File: src/rtl/alg_pkg.sv
// Shared definitions for the pulse measurement block: FSM state encoding and default counter width.
package alg_pkg;

    localparam int CNT_W_DEF = 32;

    typedef enum logic [1:0] {
        IDLE = 2'd0,
        ARM  = 2'd1,
        HIGH = 2'd2,
        LOW  = 2'd3
    } state_t;

endpackage

File: src/rtl/alg_pulse_meas_if.sv
// Signal bundle between the edge-detect stage / downstream control and alg_pulse_meas.
interface alg_pulse_meas_if
    import alg_pkg::*;
#(
    parameter int CNT_W = CNT_W_DEF
);
    // rise/fall are single-cycle strobes with no back-pressure. meas_vld is a one-cycle
    // valid with no ready: period/high_width change only with it and must be taken that cycle.
    logic             en;
    logic             rise;
    logic             fall;
    logic [CNT_W-1:0] period;
    logic [CNT_W-1:0] high_width;
    logic             meas_vld;
    logic             locked;
    logic             sat;
    logic             timeout;
    state_t           state;

    modport master (
        output en, rise, fall,
        input  period, high_width, meas_vld, locked, sat, timeout, state
    );

    modport slave (
        input  en, rise, fall,
        output period, high_width, meas_vld, locked, sat, timeout, state
    );

endinterface

File: src/rtl/alg_sat_cnt.sv
// Saturating up-counter with clear and load-1; sat flags an increment attempted at all-ones.
module alg_sat_cnt #(
    parameter int W = 32
) (
    input  logic         clk,
    input  logic         rst,
    input  logic         clr,
    input  logic         load1,
    input  logic         inc,
    output logic [W-1:0] cnt,
    output logic         sat
);

    localparam logic [W-1:0] MAX = '1;

    assign sat = inc && !clr && !load1 && (cnt == MAX);

    always_ff @(posedge clk or posedge rst) begin
        if (rst) begin
            cnt <= '0;
        end else if (clr) begin
            cnt <= '0;
        end else if (load1) begin
            cnt <= W'(1);
        end else if (inc && (cnt != MAX)) begin
            cnt <= cnt + W'(1);
        end
    end

endmodule

File: src/rtl/alg_pulse_meas.sv
// Period / high-time measurement of a trigger signal from rise/fall strobes.
// Optional rise timeout enabled by defining ALG_PULSE_MEAS_TIMEOUT_EN.
module alg_pulse_meas
    import alg_pkg::*;
#(
    parameter int          CNT_W       = CNT_W_DEF,
    parameter logic [31:0] TIMEOUT_CYC = 32'd100_000_000
) (
    input logic            clk,
    input logic            rst,
    alg_pulse_meas_if.slave bus
);

    state_t           state_q, state_nxt;
    logic [CNT_W-1:0] cnt_per, cnt_hi, hi_lat;
    logic [CNT_W-1:0] period_q, high_width_q;
    logic             meas_vld_q, locked_q, sat_q;
    logic             per_clr, per_load, per_inc, per_sat;
    logic             hi_clr, hi_load, hi_inc, hi_sat;
    logic             hi_capture, meas_done, full_high, to_hit;

    alg_sat_cnt #(.W(CNT_W)) u_per_cnt (
        .clk   (clk),
        .rst   (rst),
        .clr   (per_clr),
        .load1 (per_load),
        .inc   (per_inc),
        .cnt   (cnt_per),
        .sat   (per_sat)
    );

    alg_sat_cnt #(.W(CNT_W)) u_hi_cnt (
        .clk   (clk),
        .rst   (rst),
        .clr   (hi_clr),
        .load1 (hi_load),
        .inc   (hi_inc),
        .cnt   (cnt_hi),
        .sat   (hi_sat)
    );

`ifdef ALG_PULSE_MEAS_TIMEOUT_EN
    logic per_at_to;
    assign per_at_to = (64'(cnt_per) == 64'(TIMEOUT_CYC));
`endif

    always_ff @(posedge clk or posedge rst) begin
        if (rst) begin
            state_q <= IDLE;
        end else begin
            state_q <= state_nxt;
        end
    end

    always_comb begin
        state_nxt  = state_q;
        per_clr    = 1'b0;
        per_load   = 1'b0;
        per_inc    = 1'b0;
        hi_clr     = 1'b0;
        hi_load    = 1'b0;
        hi_inc     = 1'b0;
        hi_capture = 1'b0;
        meas_done  = 1'b0;
        full_high  = 1'b0;
        to_hit     = 1'b0;
        if (!bus.en) begin
            state_nxt = IDLE;
            per_clr   = 1'b1;
            hi_clr    = 1'b1;
        end else begin
            case (state_q)
                IDLE: begin
                    per_clr   = 1'b1;
                    hi_clr    = 1'b1;
                    state_nxt = ARM;
                end
                ARM: begin
                    if (bus.rise) begin
                        per_load  = 1'b1;
                        hi_load   = 1'b1;
                        state_nxt = HIGH;
                    end else begin
                        per_clr = 1'b1;
                        hi_clr  = 1'b1;
                    end
                end
                HIGH: begin
                    // A rise while still high means the fall was lost: report a full-high period.
                    if (bus.rise) begin
                        meas_done = 1'b1;
                        full_high = 1'b1;
                        per_load  = 1'b1;
                        hi_load   = 1'b1;
`ifdef ALG_PULSE_MEAS_TIMEOUT_EN
                    end else if (per_at_to) begin
                        to_hit    = 1'b1;
                        per_clr   = 1'b1;
                        hi_clr    = 1'b1;
                        state_nxt = ARM;
`endif
                    end else if (bus.fall) begin
                        hi_capture = 1'b1;
                        per_inc    = 1'b1;
                        state_nxt  = LOW;
                    end else begin
                        per_inc = 1'b1;
                        hi_inc  = 1'b1;
                    end
                end
                LOW: begin
                    if (bus.rise) begin
                        meas_done = 1'b1;
                        per_load  = 1'b1;
                        hi_load   = 1'b1;
                        state_nxt = HIGH;
`ifdef ALG_PULSE_MEAS_TIMEOUT_EN
                    end else if (per_at_to) begin
                        to_hit    = 1'b1;
                        per_clr   = 1'b1;
                        hi_clr    = 1'b1;
                        state_nxt = ARM;
`endif
                    end else begin
                        per_inc = 1'b1;
                    end
                end
                default: state_nxt = IDLE;
            endcase
        end
    end

    always_ff @(posedge clk or posedge rst) begin
        if (rst) begin
            hi_lat       <= '0;
            period_q     <= '0;
            high_width_q <= '0;
            meas_vld_q   <= 1'b0;
            locked_q     <= 1'b0;
            sat_q        <= 1'b0;
        end else begin
            meas_vld_q <= meas_done;
            if (hi_capture) begin
                hi_lat <= cnt_hi;
            end
            if (meas_done) begin
                period_q     <= cnt_per;
                high_width_q <= full_high ? cnt_hi : hi_lat;
            end
            if (!bus.en || (state_q == IDLE) || to_hit) begin
                locked_q <= 1'b0;
            end else if (meas_done) begin
                locked_q <= 1'b1;
            end
            if (state_q == IDLE) begin
                sat_q <= 1'b0;
            end else if (per_sat || hi_sat) begin
                sat_q <= 1'b1;
            end
        end
    end

`ifdef ALG_PULSE_MEAS_TIMEOUT_EN
    logic timeout_q;
    always_ff @(posedge clk or posedge rst) begin
        if (rst) begin
            timeout_q <= 1'b0;
        end else begin
            timeout_q <= to_hit;
        end
    end
    assign bus.timeout = timeout_q;
`else
    assign bus.timeout = 1'b0;
`endif

    assign bus.period     = period_q;
    assign bus.high_width = high_width_q;
    assign bus.meas_vld   = meas_vld_q;
    assign bus.locked     = locked_q;
    assign bus.sat        = sat_q;
    assign bus.state      = state_q;

endmodule

File: src/flat_wrapper.sv
// flat-port wrapper written by rule: the top's interface ports become plain ports
module alg_pulse_meas_flat import alg_pkg::*;
#(
    parameter int          CNT_W       = CNT_W_DEF,
    parameter logic [31:0] TIMEOUT_CYC = 32'd100_000_000
)
  (clk, rst, bus_en, bus_rise, bus_fall, bus_period, bus_high_width, bus_meas_vld, bus_locked, bus_sat, bus_timeout, bus_state);
  alg_pulse_meas_if #(.CNT_W(CNT_W)) bus_i ();
  input logic clk;
  input logic rst;
  input wire logic [$bits(bus_i.en)-1:0] bus_en;
  input wire logic [$bits(bus_i.rise)-1:0] bus_rise;
  input wire logic [$bits(bus_i.fall)-1:0] bus_fall;
  output wire logic [$bits(bus_i.period)-1:0] bus_period;
  output wire logic [$bits(bus_i.high_width)-1:0] bus_high_width;
  output wire logic [$bits(bus_i.meas_vld)-1:0] bus_meas_vld;
  output wire logic [$bits(bus_i.locked)-1:0] bus_locked;
  output wire logic [$bits(bus_i.sat)-1:0] bus_sat;
  output wire logic [$bits(bus_i.timeout)-1:0] bus_timeout;
  output wire logic [$bits(bus_i.state)-1:0] bus_state;
  assign bus_i.en = bus_en;
  assign bus_i.rise = bus_rise;
  assign bus_i.fall = bus_fall;
  assign bus_period = bus_i.period;
  assign bus_high_width = bus_i.high_width;
  assign bus_meas_vld = bus_i.meas_vld;
  assign bus_locked = bus_i.locked;
  assign bus_sat = bus_i.sat;
  assign bus_timeout = bus_i.timeout;
  assign bus_state = bus_i.state;
  alg_pulse_meas #(.CNT_W(CNT_W), .TIMEOUT_CYC(TIMEOUT_CYC)) u_core (.clk(clk), .rst(rst), .bus(bus_i));
endmodule
File: config.mk
export PLATFORM = sky130hd
export DESIGN_NAME = alg_pulse_meas_flat
export DESIGN_NICKNAME = d
export VERILOG_FILES = /design/src/rtl/alg_pkg.sv /design/src/rtl/alg_pulse_meas_if.sv /design/src/rtl/alg_sat_cnt.sv /design/src/rtl/alg_pulse_meas.sv /design/src/flat_wrapper.sv
export SDC_FILE = /design/constraint.sdc
export NUM_CORES = 1
export LEC_CHECK = 0
export ABC_AREA = 1
export CORE_ASPECT_RATIO = 1.1
export CORE_MARGIN = 4
export CORE_UTILIZATION = 44
export DETAILED_ROUTE_END_ITERATION = 10
export PLACE_DENSITY_LB_ADDON = 0.12
export SLEW_MARGIN = 20
export SYNTH_ARGS = -nofsm -noshare
export SYNTH_HDL_FRONTEND = slang
export SYNTH_SLANG_ARGS = --single-unit
File: constraint.sdc
create_clock -name clk -period 5.9 [get_ports clk]
set_clock_uncertainty 0.05 [all_clocks]
set_input_delay 0.885 -clock clk [delete_from_list [all_inputs] [get_ports clk]]
set_output_delay 0.885 -clock clk [all_outputs]
set_load 0.005 [all_outputs]
==> impl_metrics.csv, run 1 <==
group,metric,value,unit
logic_synthesis,synth_compound_area_share,13.2,%
drt,drt_pass1_iterations,5,
run,max-cap-violations,0,
pwr,ir_drop,206,uV
logic_synthesis,synth_top_area_share,49.4,%
timing,finalCriticalPeriod,3.14,ns
finish,fillers,1826,
clock_network,cts_tree,"done",
timing,timing.fmax,0.319,GHz
drt,antenna_left,0,
logic_synthesis,synthXorXnorAreaFrac,1.68,%
logic_synthesis,synth-simple-area-share,27.3,%
status,status,"completed",
placement,routabilityCongestion,0.894,
drt,wire_per_inst,14.8,um
pwr,power.density,307,nW/um^2
global_route,overflow,0,
timing,timing_hold_violations_final,0,
logic_synthesis,synthMuxAreaShare,0,%
logic_synthesis,synthAdderAreaFrac,0.299,%
timing,setup_viol,0,
timing,relSlewSlack,34.3,%
logic_synthesis,ys_seq_area_share,49.4,%
placement,post-place-ws,2.44,ns
logic_synthesis,yosys_warnings,0,
clock_network,clock-sinks,165,
clock_network,clk_latency,0.43,ns
finish,diodes,0,
placement,place.port_buffers,73,
logic_synthesis,ys.flop_type,"dfrtp_1",
logic_synthesis,synth_top_cell_by_area,"dfrtp_1",
floorplan,ios,75,
floorplan,initial_utilization,45.1,%
clock_network,numCtsBuffers,17,
drt,routed_wl,20400,um
floorplan,die_w,139,um
logic_synthesis,synthesis.area,8360,um^2
logic_synthesis,synth-edff-count,0,
logic_synthesis,synth_nets,1081,
pwr,p_leak,4.06,nW
floorplan,die_area,21300,um^2
setup_path,path_max_fanout,67,
timing,worst_pin_slew,0.985,ns
floorplan,row_count,52,
setup_path,arrival,3.42,ns
logic_synthesis,synth_area_leaders,"dfrtp_1, nand2_1, o21ai_0",
logic_synthesis,syn_inst,1074,
clock_network,hold_buffers,0,
min_path,hold_path.class,"reg2reg",
drt,drt_iter0_markers,420,
clock_network,cts_resized,0,
floorplan,die_h,153,um
clock_network,cts_buffer_depth,2,
setup_path,cp.required,6.18,ns
clock_network,clk_pin_slew_worst_paths,0.07,ns
logic_synthesis,synth_top_family_by_area,"simple AND/OR/NAND/NOR gates",
finish,syn_to_final_growth,17.3,%
setup_path,path_class,"reg2reg",
placement,dp_hpwl,14600,um
global_route,antenna_found_initial,0,
setup_path,cp-start-kind,"flip-flop",
clock_network,cts_root_buf,"clkbuf_16",
drt,vias,6896,
logic_synthesis,synthArstFlopShare,100,%
setup_path,worstSetupEndpointType,"flip-flop",
setup_path,reg2reg_slack,2.76,ns
global_route,grt_pass1_wl,34300,um
global_route,grt_max_degree,126,
timing,setup_tns,0,ns
timing,rsz0062_at_grt,"no",
clock_network,htreeDepth,4,
finish,nets,1134,
logic_synthesis,ys_types,42,
floorplan,coreArea,18500,um^2
global_route,grt_pass1_vias,6794,
global_route,track_usage,19.7,%
finish,drive_gt1_share,7.98,%
timing,fin_ws,2.76,ns
clock_network,cts_setup_buffers,0,
drt,drc,0,
logic_synthesis,ys_seq_elements,165,
timing,slew_viol_final,0,
timing,fin_crit_sh,53.2,%
drt,viasPerCell,4.99,
logic_synthesis,avgSynthCellArea,7.78,um^2
## power breakdown
group | switching (W) | internal, W | leakage [nW] | total (W)
clock | 0.000482 | 0.000595 | 0.277 | 0.00108
combinational | 0.000242 | 0.000274 | 1.59 | 0.000516
sequential | 0.0000982 | 0.00132 | 2.20 | 0.00142
## layout make-up
class / count / area (um^2) / share of cell area, %
Multi-Input combinational cell: 739 / 3550 / 36.3
Tap cell: 243 / 304 / 3.10
Clock buffer: 18 / 439 / 4.48
Sequential cell: 165 / 4130 / 42.1
Inverter: 127 / 483 / 4.93
Clock inverter: 14 / 130 / 1.33
Timing Repair Buffer: 77 / 764 / 7.80
## synth_stat cells (5+ instances only)
master / count
nor3_1: 8
o21ai_0: 140
nand2_2: 6
o22ai_2: 12
o21ai_1: 17
o21ai_2: 5
nand2_1: 305
clkbuf_1: 24
nor2_2: 10
dfrtp_1: 165
xor2_1: 11
a21oi_1: 6
buf_2: 9
xnor2_1: 5
inv_1: 121
nand4_1: 16
nor2_1: 98
nand3_1: 67
inv_2: 6
## per-stage QoR
stage / util [%] / power (W) / hold slack, ns / instances / area, um^2
5_1_grt: 52.9 / 0.00318 / 0.450 / 1383 / 9810
3_5_place_dp: 49.8 / 0.00197 / 0.421 / 1351 / 9230
6_report: 52.9 / 0.00301 / 0.432 / 1383 / 9810
4_1_cts: 52.9 / 0.00304 / 0.438 / 1383 / 9800
2_1_floorplan: - / 0.00168 / 0.415 / 1074 / 8360
3_3_place_gp: 49.8 / 0.00195 / 0.410 / 1351 / 9230
## routing by layer
metal  track usage, %  wire length (um)
met5                0                 0
met4             6.71               429
met3             3.58               500
met2             34.0             10300
met1             25.0              9190
## cells in the final DEF (no fill, tap or decap), types with 2 or more instances in the layout
cell             count
clkinv_4             6
a22oi_1              2
nand3_1             67
inv_6                3
ha_1                 2
inv_2                5
nor2_1              98
clkinvlp_4           2
o21ai_1             17
inv_1              120
o21bai_1             3
xnor2_1              5
clkbuf_16           17
nand2_4              2
nand4_1             16
nor3_1               8
nand2_1            305
o21ai_0            140
nand3_4              2
clkinv_2             4
a21oi_1              6
nand2_2              6
dfrtp_1            164
buf_4                3
nand3_2              4
clkdlybuf4s50_1     73
o211ai_1             2
nor2_4               3
o22ai_2             12
xor2_1              11
nor2_2              10
o21ai_2              5
## registers in the layout (all words and copies together) (netlist names)
register / flops
u_core.bus.high_width: 32
u_core.bus.period: 32
u_core.hi_lat: 32
u_core.u_hi_cnt.cnt: 32
u_core.u_per_cnt.cnt: 32
u_core.bus.state: 2
u_core.bus.locked: 1
u_core.bus.meas_vld: 1
u_core.bus.sat: 1
## worst max-delay path, cell delays in order, from the launching register on
cell,delay (ns)
dfrtp_2,1.00
nor2_1,0.20
nor2_2,0.22
inv_2,0.22
nand2_1,0.56
nand3_4,0.48
o21ai_0,0.30
## worst paths after layout
path,end,startpoint,cells after the start
max,u_core.u_hi_cnt.cnt[0],u_core.bus.state[0],6
min,u_core.bus.high_width[26],u_core.bus.high_width[26],2
max reg2reg,u_core.u_hi_cnt.cnt[0],u_core.bus.state[0],6
min reg2reg,u_core.bus.high_width[26],u_core.bus.high_width[26],2
max in group asynchronous,u_core.hi_lat[9],rst,3
min in group asynchronous,u_core.bus.high_width[29],rst,2
## kinds of logic after synthesis
group	count (synthesis)
AO/OA/AOI/OAI	192
XOR/XNOR	16
adder cells (fa/ha/maj)	2
buffers and inverters	170
flip-flops	165
other	1
AND/OR/NAND/NOR	528
Note: power is estimated with default switching activity, not from simulation.
==> run 2, diff against run 1 <==
==> constraint.sdc (replaced) <==
create_clock -name clk -period 3.21 [get_ports clk]
set_clock_uncertainty 0.05 [all_clocks]
set_input_delay 0.4815 -clock clk [delete_from_list [all_inputs] [get_ports clk]]
set_output_delay 0.4815 -clock clk [all_outputs]
set_load 0.005 [all_outputs]
==> run 2 against run 1 <==
Against the previous run:
- total power is 84% higher
- cell count is 0.65% higher
- wire length grew 0.93%
- first-iteration DRC count up 11%
- non-clock buffer count grew 10
- combinational power up 94%
- die area is the same
- register-to-register slack got worse by 2.0 ns
==> impl_metrics.csv, run 2 (synthesis results as in run 1) <==
group,metric,value,unit
status,status,"completed",
global_route,antenna_found_initial,0,
placement,place.port_buffers,73,
global_route,grt_pass1_vias,6903,
clock_network,numCtsBuffers,17,
global_route,gr-max-usage-layer,"met2",
setup_path,reg2reg_slack,0.73,ns
global_route,grt_use_met3,3.67,%
timing,relSlewSlack,61.4,%
floorplan,coreArea,18500,um^2
min_path,hold_path.class,"in2async",
clock_network,clk_latency,0.43,ns
pwr,p_leak,4.12,nW
clock_network,cts_setup_buffers,0,
global_route,grtUsageMet1,25.7,%
setup_path,path_max_fanout,27,
clock_network,clk_pin_slew_worst_paths,0.07,ns
timing,finalCriticalPeriod,2.48,ns
setup_path,path_class,"reg2reg",
placement,dp_hpwl,14900,um
timing,rsz0062_at_grt,"no",
floorplan,initial_utilization,45.1,%
drt,vias,6996,
floorplan,die_area,21300,um^2
clock_network,cts_resized,0,
global_route,grt_max_degree,126,
placement,routabilityCongestion,0.919,
floorplan,ios,75,
drt,drt_iter0_markers,466,
setup_path,worstSetupEndpointType,"flip-flop",
floorplan,die_w,139,um
global_route,overflow,0,
pwr,power,0.00553,W
drt,drc,0,
drt,antenna_left,0,
setup_path,cp_slowest_cell,"nand3_4",
timing,slew_viol_final,0,
floorplan,die_h,153,um
placement,placed_cells,1361,
finish,syn_to_final_growth,18.6,%
setup_path,arrival,2.77,ns
clock_network,cts_root_buf,"clkbuf_16",
clock_network,htreeDepth,4,
finish,final_common_cell,"nand2_1",
pwr,ir_drop,359,uV
setup_path,cpPeakStageDelay,0.47,ns
finish,final_cell_area,9920,um^2
finish,diodes,0,
timing,fin_crit_sh,77.3,%
global_route,grt_pass1_wl,35200,um
finish,final_cell_mix,"nand2_1, dfrtp_1, o21ai_0, inv_1, nor2_1",
setup_path,crit_top_cell,"nand2_4",
global_route,track_usage,20.2,%
setup_path,cp-start-kind,"flip-flop",
timing,worst_pin_slew,0.578,ns
setup_path,cp.required,3.50,ns
finish,fin_util,53.5,%
timing,setup_tns,0,ns
clock_network,clock-sinks,165,
timing,timing.fmax,0.403,GHz
global_route,use_met2,34.9,%
drt,viasPerCell,5.03,
setup_path,cp_cell_sequence,"ha_1, nand2_1, nor2_2, nand2_4, nor2_4, nand2_2, nand2_4, nand3_4, o21ai_0",
clock_network,cts_buffer_depth,2,
drt,wire_per_inst,14.8,um
drt,drt_pass1_iterations,5,
clock_network,cts_tree,"done",
finish,drive_gt1_share,8.62,%
clock_network,hold_buffers,0,
timing,setup_viol,0,
finish,nets,1144,
run,max-cap-violations,0,
timing,timing_hold_violations_final,0,
floorplan,row_count,52,
finish,fin_cells,1392,
placement,dpl_cell_area,9360,um^2
drt,routed_wl,20600,um
pwr,power.density,558,nW/um^2
==> run 2: cell count changes in the layout (fill, tap and decap cells not counted), sizes merged <==
cell and delta:
buf +10, clkbuf +2, clkinv -4, clkinvlp +2, inv -1
==> run 2: path summary, 6_finish.rpt <==
| check | start | endpoint | cells after the start |
|---|---|---|---|
| worst max-delay path | u_core.u_hi_cnt.cnt[0] | u_core.u_hi_cnt.cnt[30] | 9 |
| max in group asynchronous | rst | u_core.u_per_cnt.cnt[7] | 3 |
| min in group clk | u_core.bus.period[15] | u_core.bus.period[15] | 2 |
| worst min register to register | u_core.bus.period[15] | u_core.bus.period[15] | 2 |
| worst min-delay path | rst | u_core.bus.high_width[25] | 2 |
| worst max register to register | u_core.u_hi_cnt.cnt[0] | u_core.u_hi_cnt.cnt[30] | 9 |
==> run 2: critical path: cells and delay by family, from the launching register on <==
kind | cells | cell delay [ns]
AOI/OAI and AO/OA | 1 | 0.30
and+or+nand+nor | 7 | 1.35
DFF | 1 | 0.43
adders and majority gates | 1 | 0.24
==> run 2: layer usage <==
layer | wire, um | share of wire (%)
met1 | 9210 | 45
met2 | 10400 | 50
met3 | 624 | 3.0
met4 | 424 | 2.1
met5 | 0 | 0
==> run 2: layout make-up <==
type                       count  area (um^2)
fill                        1815         8630
sequential                   165         4130
multi-input combinational    739         3550
timing repair buffer          87          886
inverter                     127          482
clock buffer                  20          457
tap                          243          304
clock inverter                11          103
==> run 2: metrics by stage <==
| step | hold WS, ns | setup WS, ns |
|---|---|---|
| 2_1_floorplan | 0.415 | 0.580 |
| 3_3_place_gp | 0.406 | 0.453 |
| 3_5_place_dp | 0.408 | 0.414 |
| 4_1_cts | 0.408 | 0.710 |
| 5_1_grt | 0.439 | 0.473 |
| 6_report | 0.413 | 0.728 |
==> run 2: report_power, final <==
part           internal, W  total (W)  leakage, nW  switching, W
registers          0.00242    0.00257         2.20      0.000144
logic             0.000520    0.00100         1.66      0.000485
clock network      0.00111    0.00196        0.269      0.000852
==> run 3, diff against run 2 <==
==> constraint.sdc (replaced) <==
create_clock -name clk -period 2.3 [get_ports clk]
set_clock_uncertainty 0.05 [all_clocks]
set_input_delay 0.345 -clock clk [delete_from_list [all_inputs] [get_ports clk]]
set_output_delay 0.345 -clock clk [all_outputs]
set_load 0.005 [all_outputs]
==> run 3 against run 2 <==
Against the previous run:
- setup slack worse by 0.54 ns
- count of clock-buffer cells in the layout rose by 1
- sequential power rose by 40%
- utilization grew 0.90 points
- critical path type is now reg2out
- largest cell class unchanged
- largest power group unchanged
- highest routed layer unchanged
==> impl_metrics.csv, run 3 (synthesis results as in run 1) <==
group,metric,value,unit
status,status,"completed",
pwr,power.internal,0.00612,W
finish,syn_to_final_growth,20.6,%
global_route,use_met2,35.8,%
clock_network,cts_setup_buffers,0,
finish,fin_cells,1402,
placement,place.port_buffers,73,
finish,nets,1153,
min_path,hold_path.class,"in2async",
setup_path,arrival,1.72,ns
timing,fin_ws,0.187,ns
floorplan,initial_utilization,45.1,%
finish,fillers,1792,
setup_path,r2r-start,"u_core.u_per_cnt.cnt[0]",
timing,rsz0062_at_grt,"no",
global_route,grt_use_met3,3.86,%
finish,final_common_cell,"nand2_1",
clock_network,cts_resized,0,
setup_path,reg2reg_slack,0.25,ns
drt,viasPerCell,5.02,
setup_path,rr_worst_depth,7,
clock_network,cts_root_buf,"clkbuf_16",
timing,finalCriticalPeriod,2.11,ns
clock_network,hold_buffers,0,
placement,routabilityCongestion,0.913,
floorplan,die_h,153,um
global_route,grt_pass1_vias,6991,
pwr,seqPwrFrac,43.8,%
clock_network,clk_pin_slew_worst_paths,0.06,ns
placement,placed_cells,1370,
setup_path,cp-start-kind,"flip-flop",
clock_network,clk_latency,0.42,ns
floorplan,die_w,139,um
drt,vias,7035,
placement,post-place-ws,0.222,ns
setup_path,rr_endpoint,"u_core.u_per_cnt.cnt[0]",
pwr,combPwrFrac,17.4,%
timing,relSlewSlack,62.3,%
run,max-cap-violations,0,
pwr,clockPowerShare,38.8,%
clock_network,clock-sinks,165,
timing,setup_viol,0,
clock_network,cts_tree,"done",
setup_path,cp.required,1.90,ns
floorplan,coreArea,18500,um^2
drt,antenna_left,0,
pwr,power_switching,0.00208,W
drt,routed_wl,21100,um
drt,drc,0,
floorplan,row_count,52,
floorplan,die_area,21300,um^2
pwr,p_leak,4.21,nW
clock_network,numCtsBuffers,17,
drt,wire_per_inst,15.1,um
global_route,grtUsageMet1,26.6,%
drt,drt_iter0_markers,434,
global_route,track_usage,20.7,%
timing,worst_pin_slew,0.566,ns
timing,timing.fmax,0.473,GHz
global_route,grt_max_degree,69,
placement,dp_hpwl,15400,um
pwr,ir_drop,482,uV
clock_network,cts_buffer_depth,2,
finish,final_cell_mix,"nand2_1, dfrtp_1, o21ai_0, inv_1, nor2_1",
finish,drive_gt1_share,9.32,%
pwr,power.density,813,nW/um^2
clock_network,htreeDepth,4,
floorplan,ios,75,
timing,timing.hold.ws,0.274,ns
timing,fin_crit_sh,91.9,%
setup_path,path_class,"reg2out",
timing,slew_viol_final,0,
global_route,overflow,0,
global_route,gr-max-usage-layer,"met2",
global_route,grt_pass1_wl,35900,um
timing,timing_hold_violations_final,0,
finish,diodes,0,
drt,drt_pass1_iterations,5,
pwr,swShare,25.4,%
setup_path,path_max_fanout,38,
global_route,antenna_found_initial,0,
setup_path,worstSetupEndpointType,"primary output",
==> run 3: cell count changes in the layout (fill, tap and decap cells not counted) <==
cell	before	now
clkbuf_1	1	2
clkinv_2	4	2
clkinv_4	2	3
inv_6	2	1
clkinvlp_4	4	2
buf_4	10	19
bufinv_16	1	5
==> run 3: metrics by stage <==
stage / power (W) / TNS (ns) / utilization [%] / area, um^2
2_1_floorplan: 0.00432 / -31.97 / - / 8360
3_3_place_gp: 0.00507 / 0 / 50.8 / 9420
3_5_place_dp: 0.00510 / 0 / 50.8 / 9420
4_1_cts: 0.00830 / 0 / 54.4 / 10100
5_1_grt: 0.00869 / 0 / 54.4 / 10100
6_report: 0.00820 / 0 / 54.4 / 10100
==> run 3: metal layers <==
layer / vias to the layer above / share of wire (%)
met5: - / 0
met4: 0 / 1.6
met3: 27 / 3.2
met2: 134 / 51
met1: 3293 / 44
li1: 3581 / -
==> run 3: cell type report <==
| cell class | instances | area, um^2 | share of cell area, % |
|---|---|---|---|
| clock buffers | 21 | 460 | 4.57 |
| clock inverters | 11 | 198 | 1.96 |
| inverters | 127 | 482 | 4.78 |
| multi-input cells | 739 | 3550 | 35.3 |
| flip-flops and latches | 165 | 4130 | 41.0 |
| well taps | 243 | 304 | 3.02 |
| repair buffers | 96 | 953 | 9.46 |
==> run 3: worst max path at each step <==
| stage | from | to | slack [ns] | cells after the start |
|---|---|---|---|---|
| floorplan | rst | u_core.bus.high_width[0] | -0.19 | 1 |
| global placement | bus_en | u_core.u_per_cnt.cnt[0] | 0.26 | 8 |
| detailed placement | bus_en | u_core.u_hi_cnt.cnt[29] | 0.22 | 9 |
| CTS | u_core.bus.state[0] | bus_state[0] | 0.16 | 2 |
| global route | u_core.u_per_cnt.cnt[15] | u_core.u_per_cnt.cnt[7] | 0.06 | 6 |
| finish | u_core.bus.state[0] | bus_state[0] | 0.19 | 2 |
==> run 3: power by group through the flow <==
| stage | logic, W | clock network, W | registers, W |
|---|---|---|---|
| 2_1_floorplan | 0.000674 | 0 | 0.00364 |
| 3_3_place_gp | 0.00143 | 0 | 0.00364 |
| 3_5_place_dp | 0.00145 | 0 | 0.00365 |
| 4_1_cts | 0.00146 | 0.00324 | 0.00360 |
| 5_1_grt | 0.00163 | 0.00340 | 0.00366 |
| 6_report | 0.00143 | 0.00318 | 0.00359 |
==> run 3: worst max-delay path: stages, from the launching register on <==
cell and delay [ns]:
dfrtp_2 0.38, buf_4 0.33, clkdlybuf4s50_1 0.58
